## src/rtl/ov7670_frame_capture.sv

```systemverilog
// OV7670 parallel-bus capture: assembles pixels (luma / RGB565 / raw), optional 2x2 decimation,
// and emits linear frame-buffer writes with frame, line-length and overflow status.
module ov7670_frame_capture #(
    parameter int unsigned H_ACTIVE = 640,
    parameter int unsigned V_ACTIVE = 480,
    parameter int unsigned ADDR_W   = 19
) (
    input  logic              pclk,
    input  logic              rst_n,
    input  logic              vsync,
    input  logic              href,
    input  logic [7:0]        din,
    input  logic              cap_en,
    input  logic [1:0]        mode,
    input  logic              dec,
    output logic [ADDR_W-1:0] addr,
    output logic [15:0]       dout,
    output logic              we,
    output logic              frame_done,
    output logic              line_err,
    output logic              ovf,
    output logic [7:0]        frame_cnt
);

    // Counter widths leave headroom so an over-long line still differs from H_ACTIVE.
    localparam int unsigned X_W = $clog2(H_ACTIVE + 2);
    localparam int unsigned Y_W = $clog2(V_ACTIVE + 2);
    localparam int unsigned P_W = ADDR_W + 1;
    localparam logic [P_W-1:0] CAP_FULL = P_W'(H_ACTIVE * V_ACTIVE);
    localparam logic [P_W-1:0] CAP_DEC  = P_W'((H_ACTIVE / 2) * (V_ACTIVE / 2));
    localparam logic [X_W-1:0] X_EXP    = X_W'(H_ACTIVE);

    logic              vsync_q, vsync_d;
    logic              href_q, href_d;
    logic              en_q, en_d;
    logic [1:0]        mode_q, mode_d;
    logic              dec_q, dec_d;
    logic              phase_q, phase_d;
    logic [7:0]        byte0_q, byte0_d;
    logic [X_W-1:0]    x_q, x_d;
    logic [Y_W-1:0]    y_q, y_d;
    logic [P_W-1:0]    ptr_q, ptr_d;
    logic [ADDR_W-1:0] addr_q, addr_d;
    logic [15:0]       dout_q, dout_d;
    logic              we_q, we_d;
    logic              frame_done_q, frame_done_d;
    logic              line_err_q, line_err_d;
    logic              ovf_q, ovf_d;
    logic [7:0]        frame_cnt_q, frame_cnt_d;

    logic              pix_done;
    logic [15:0]       pix_data;
    logic [P_W-1:0]    cap;

    // Next-state: vsync has priority over href; pixel assembly, write qualification, line end.
    always_comb begin
        vsync_d      = vsync;
        href_d       = href;
        en_d         = en_q;
        mode_d       = mode_q;
        dec_d        = dec_q;
        phase_d      = phase_q;
        byte0_d      = byte0_q;
        x_d          = x_q;
        y_d          = y_q;
        ptr_d        = ptr_q;
        addr_d       = addr_q;
        dout_d       = dout_q;
        we_d         = 1'b0;
        frame_done_d = 1'b0;
        line_err_d   = 1'b0;
        ovf_d        = ovf_q;
        frame_cnt_d  = frame_cnt_q;
        pix_done     = 1'b0;
        pix_data     = '0;
        cap          = dec_q ? CAP_DEC : CAP_FULL;

        if (vsync) begin
            en_d    = cap_en;
            mode_d  = (mode == 2'd3) ? 2'd0 : mode;
            dec_d   = dec;
            phase_d = 1'b0;
            x_d     = '0;
            y_d     = '0;
            ptr_d   = '0;
            ovf_d   = 1'b0;
            if (!vsync_q && ((x_q != '0) || (y_q != '0))) begin
                frame_done_d = 1'b1;
                frame_cnt_d  = frame_cnt_q + 8'd1;
            end
        end else if (href) begin
            phase_d = ~phase_q;
            if (!phase_q) begin
                byte0_d = din;
            end
            if (mode_q == 2'd2) begin
                pix_done = 1'b1;
                pix_data = {8'h00, din};
            end else if (phase_q) begin
                pix_done = 1'b1;
                pix_data = (mode_q == 2'd1) ? {byte0_q, din} : {8'h00, byte0_q};
            end
            if (pix_done) begin
                if (x_q != {X_W{1'b1}}) begin
                    x_d = x_q + X_W'(1);
                end
                if (en_q && (!dec_q || (!x_q[0] && !y_q[0]))) begin
                    if (ptr_q < cap) begin
                        we_d   = 1'b1;
                        addr_d = ptr_q[ADDR_W-1:0];
                        dout_d = pix_data;
                        ptr_d  = ptr_q + P_W'(1);
                    end else begin
                        ovf_d = 1'b1;
                    end
                end
            end
        end else begin
            phase_d = 1'b0;
            if (href_q && (x_q != '0)) begin
                x_d        = '0;
                line_err_d = (x_q != X_EXP);
                if (y_q != {Y_W{1'b1}}) begin
                    y_d = y_q + Y_W'(1);
                end
            end
        end
    end

    always_ff @(posedge pclk or negedge rst_n) begin
        if (!rst_n) begin
            vsync_q      <= 1'b0;
            href_q       <= 1'b0;
            en_q         <= 1'b0;
            mode_q       <= 2'd0;
            dec_q        <= 1'b0;
            phase_q      <= 1'b0;
            byte0_q      <= 8'h00;
            x_q          <= '0;
            y_q          <= '0;
            ptr_q        <= '0;
            addr_q       <= '0;
            dout_q       <= 16'h0000;
            we_q         <= 1'b0;
            frame_done_q <= 1'b0;
            line_err_q   <= 1'b0;
            ovf_q        <= 1'b0;
            frame_cnt_q  <= 8'h00;
        end else begin
            vsync_q      <= vsync_d;
            href_q       <= href_d;
            en_q         <= en_d;
            mode_q       <= mode_d;
            dec_q        <= dec_d;
            phase_q      <= phase_d;
            byte0_q      <= byte0_d;
            x_q          <= x_d;
            y_q          <= y_d;
            ptr_q        <= ptr_d;
            addr_q       <= addr_d;
            dout_q       <= dout_d;
            we_q         <= we_d;
            frame_done_q <= frame_done_d;
            line_err_q   <= line_err_d;
            ovf_q        <= ovf_d;
            frame_cnt_q  <= frame_cnt_d;
        end
    end

    assign addr       = addr_q;
    assign dout       = dout_q;
    assign we         = we_q;
    assign frame_done = frame_done_q;
    assign line_err   = line_err_q;
    assign ovf        = ovf_q;
    assign frame_cnt  = frame_cnt_q;

endmodule

```

## config.mk

```make
export PLATFORM = sky130hd
export DESIGN_NAME = ov7670_frame_capture
export DESIGN_NICKNAME = d
export VERILOG_FILES = /design/src/rtl/ov7670_frame_capture.sv
export SDC_FILE = /design/constraint.sdc
export NUM_CORES = 1
export LEC_CHECK = 0
export CAP_MARGIN = 20
export CORE_ASPECT_RATIO = 0.8
export CORE_MARGIN = 4
export CORE_UTILIZATION = 55
export CTS_CLUSTER_DIAMETER = 60
export DETAILED_ROUTE_END_ITERATION = 6
export HOLD_SLACK_MARGIN = 0.05
export PLACE_DENSITY_LB_ADDON = 0.25
export RECOVER_POWER = 25
export SYNTH_ARGS = -nofsm -noshare
export SYNTH_HDL_FRONTEND = slang
export SYNTH_SLANG_ARGS = --single-unit
export TNS_END_PERCENT = 50
```

## constraint.sdc

```tcl
create_clock -name pclk -period 7 [get_ports pclk]
set_input_delay 1.4 -clock pclk [delete_from_list [all_inputs] [get_ports pclk]]
set_output_delay 1.4 -clock pclk [all_outputs]
set_load 0.005 [all_outputs]
```

==> run_results.csv <==
group,metric,value,unit
power_and_ir_drop,fin_total_pwr,1.369,mW
power_and_ir_drop,power_per_cell_area,224.1,nW/um2
critical_path,cp_data_required_time,7.23,ns
route,antenna_violating_nets_post_route,0,
yosys,syn-instance-count,456,
critical_path,cp_data_arrival_time,5.10,ns
worst_hold_path,worstHoldStart,"frame_cnt[7]",
die,std_cell_rows,31,
clocking,holdBufCountCts,0,
power_and_ir_drop,comb_power_share,15.1,%
global_routing,grt_max_degree,65,
yosys,post_syn_area,5124,um2
power_and_ir_drop,power.net_switching,0.3359,mW
route,drt_first_pass_iters,4,
global_routing,global_route_wire_length_before_repair,18130,um
die,die_area,10930,um2
route,routed_wire_length_per_instance,16.56,um
global_routing,grt_pass1_vias,3704,
final_layout,flow.area_growth_from_synthesis,19.22,%
critical_path,timing.critical_path.from_type,"primary input",
power_and_ir_drop,ir_drop,0.0001911,V
placed_design,port_buffers,62,
critical_path,reg2reg_depth,8,
flow_run,max_cap_violations,3,
timing,maxClockFrequency,205.4,MHz
yosys,postSynthRegisterBits,101,
worst_hold_path,timing.hold.worst.class,"reg2reg",
critical_path,critical_path.cell_chain,"dlygate4sd3_1 -> clkbuf_1 -> inv_1 -> a311oi_2 -> mux2_2",
critical_path,timing.critical_path.slowest_cell_delay,1.49,ns
critical_path,setup.worst_path.class,"in2reg",
yosys,syn_area_per_cell,11.24,um2
yosys,ys_seq_area_share,49.33,%
die,core_region_area,9076,um2
clocking,cts-root-to-sink-buffers,2,
run_status,status,"finished, violations left",
die,die_width,115.9,um
final_layout,utilization,67.30,%
final_layout,final_layout_size_suffix_gt1_share,14.20,%
timing,clock-skew-final,0.008186,ns
die,initial_utilization,56.45,%
yosys,synth_edf_count,0,
run_status,failing_checks,"max-capacitance violations, max-slew violations",
global_routing,grt_use_total,20.86,%
power_and_ir_drop,p_int,1.033,mW
clocking,cts_root_buffer,"sky130_fd_sc_hd__clkbuf_16",
final_layout,final_net_count,544,
route,route.detailed.drc,0,
critical_path,r2r-start,"dec_q",
timing,grt_setup_unrepaired,"no",
route,via_count,3773,
global_routing,antenna_found_initial,0,
timing,post_route_clock_period_utilization,69.56,%
worst_hold_path,hold_path_depth,1,
route,detail_route.iter0.violations,183,
clocking,clk_pin_slew_worst_paths,0.07,ns
yosys,netlist.top_cell.by_area,"sky130_fd_sc_hd__dfrtp_1",
critical_path,regToRegSetupSlack,3.70,ns
timing,totalNegativeSetupSlack,0,ns
yosys,asyncSetResetFlopFracSynth,100.0,%
critical_path,timing.critical_path.fanout_max,46,
timing,hold_fails_final_rpt,0,
critical_path,slowest_stage,"sky130_fd_sc_hd__clkbuf_1",
critical_path,end_kind,"flip-flop",
clocking,clock-sinks,101,
placed_design,globalplace.congestion,0.8545,
yosys,postSynthNetCount,484,
timing,setup-violations-final,0,
timing,worst-slew-pin-transition,2.086,ns
clocking,post_cts_resize_count,0,
power_and_ir_drop,share_clk_of_total_power,35.3,%
global_routing,grt_total_ovfl,0,
clocking,h-tree-depth,3,
power_and_ir_drop,power.switching_fraction,24.53,%
critical_path,rr_endpoint,"addr[15]",
timing,number_of_pins_exceeding_their_max_slew_limit_in_the_final_report,151,
clocking,post-cts-setup-buffer-count,0,
yosys,synth_cell_types,53,
route,wl,10530,um
clocking,cts_tree,"done",
die,die-height,94.33,um
yosys,netlist.area_leader.share,49.33,%
placed_design,place.detailed.hpwl,7272,um
final_layout,diodes,0,
route,post_drt_via_cell_ratio,5.932,
timing,slew_margin_rel,-39.08,%
power_and_ir_drop,leakagePower,2.586,nW
clocking,tritoncts.num_buffers,9,
yosys,yosysWarnings,0,
yosys,synth_top_cells_by_area,"sky130_fd_sc_hd__dfrtp_1 49%, sky130_fd_sc_hd__mux2_4 6.2%, sky130_fd_sc_hd__mux2_2 5.3%, sky130_fd_sc_hd__ha_1 2.9%, sky130_fd_sc_hd__a22o_1 2.7%",
timing,final.min_clock_period,4.869,ns
power_and_ir_drop,seqPwrFrac,49.5,%
yosys,synth_ff_type,"sky130_fd_sc_hd__dfrtp_1",
worst_hold_path,min_delay_worst_endpoint,"frame_cnt[7]",
die,ioPinCount,63,
clocking,clkLatencyLatePin,0.34,ns
power by group through the flow:
stage / combinational (mW) / sequential, mW / clock (mW)
4_1_cts: 0.212 / 0.678 / 0.497
2_1_floorplan: 0.0991 / 0.677 / 0
6_report: 0.207 / 0.678 / 0.484
5_1_grt: 0.229 / 0.686 / 0.524
3_5_place_dp: 0.210 / 0.688 / 0
3_3_place_gp: 0.203 / 0.686 / 0
cells in the final DEF (no fill, tap or decap), types with 6 or more instances in the layout:
cell                              Yosys  final
sky130_fd_sc_hd__a21oi_1             18     18
sky130_fd_sc_hd__nand4_1              9      9
sky130_fd_sc_hd__nand2_1             34     34
sky130_fd_sc_hd__dfrtp_1            101    101
sky130_fd_sc_hd__a22o_1              16     16
sky130_fd_sc_hd__and3_1              10     10
sky130_fd_sc_hd__o31ai_1             13     13
sky130_fd_sc_hd__ha_1                12     12
sky130_fd_sc_hd__or4_1               11     11
sky130_fd_sc_hd__clkbuf_16            0      9
sky130_fd_sc_hd__nor2b_1              6      6
sky130_fd_sc_hd__xor2_1               8      8
sky130_fd_sc_hd__mux2i_1              9      9
sky130_fd_sc_hd__mux2_4              21     21
sky130_fd_sc_hd__nor3_1               8      8
sky130_fd_sc_hd__clkdlybuf4s50_1      0     59
sky130_fd_sc_hd__inv_1               21     21
sky130_fd_sc_hd__mux2_2              24     24
sky130_fd_sc_hd__o21ai_0             17     17
sky130_fd_sc_hd__nor2_1              26     26
sky130_fd_sc_hd__nand3_1             16     16
sky130_fd_sc_hd__xnor2_1              7      7
worst max-delay path by stage:
stage | startpoint | end | slack, ns | cells past startpoint
finish | vsync | frame_cnt[1] | 2.13 | 5
global route | vsync | frame_cnt[3] | 1.86 | 6
CTS | href | dout[0] | 3.32 | 6
detailed placement | href | dout[0] | 2.97 | 6
global placement | href | dout[0] | 3.08 | 6
floorplan | vsync | frame_cnt[1] | 4.20 | 4
worst max-delay path: cells and delay by family:
family | cells | cell delay (ns)
AO/OA/AOI/OAI | 1 | 0.76
buffers and inverters | 3 | 2.53
multiplexers | 1 | 0.40
sequential cells by signal (all words and copies together) (netlist names), 2 cells and up:
signal / count
ptr_q: 20
byte0_q: 8
addr: 19
mode_q: 2
x_q: 10
dout: 16
frame_cnt: 8
y_q: 9
per-layer routing:
metal	track usage [%]	wire, um	share of wire [%]
met1	28.91	4767	45
met2	32.71	5142	49
met3	5.637	491	4.7
met4	5.507	129	1.2
met5	0	0	0
synthesized netlist by cell type, drive strengths merged, types with 2 or more instances:
cell type,number
nand2,34
buf,7
o31ai,14
or3,5
nand2b,2
nor2,26
a22o,16
nor2b,6
nand4,9
nor3,9
nor4,3
and2,5
clkbuf,10
o41ai,2
o21a,3
inv,21
a311oi,3
o21ai,20
o2111a,2
a31oi,4
nand3,16
mux2i,9
ha,12
and3,10
xnor2,7
xor2,8
and4,2
mux2,49
a21oi,18
dfrtp,101
or4,11
per-stage QoR:
stage	instance area, um2	setup WS (ns)	std cells	hold WS, ns
floorplan	5124	4.202	456	0.4602
global placement	5821	3.085	620	0.4618
detailed placement	5821	2.969	620	0.4725
CTS	6118	3.324	636	0.4874
global route	6108	1.861	636	0.5089
finish	6108	2.131	636	0.4845
kinds of logic (layout without fill, tap and decap cells):
family,after synthesis,in the layout,synth area share (%)
DFF,101,101,49.33
xor gates and xnor gates,15,15,2.564
adders and majority gates,12,12,2.930
AOI/OAI and AO/OA,87,87,12.11
muxes,58,58,14.07
and+or+nand+nor,145,145,15.60
buffers and inverters,38,103,3.394
area by class of cell:
type / instances / area, um2
Clock buffer: 13 / 280.3
Clock inverter: 3 / 17.52
Fill cell: 679 / 2968
Inverter: 21 / 78.83
Multi-Input combinational cell: 317 / 2422
Sequential cell: 101 / 2527
Tap cell: 115 / 143.9
Timing Repair Buffer: 66 / 638.1
(Power assumes the default switching activity.)
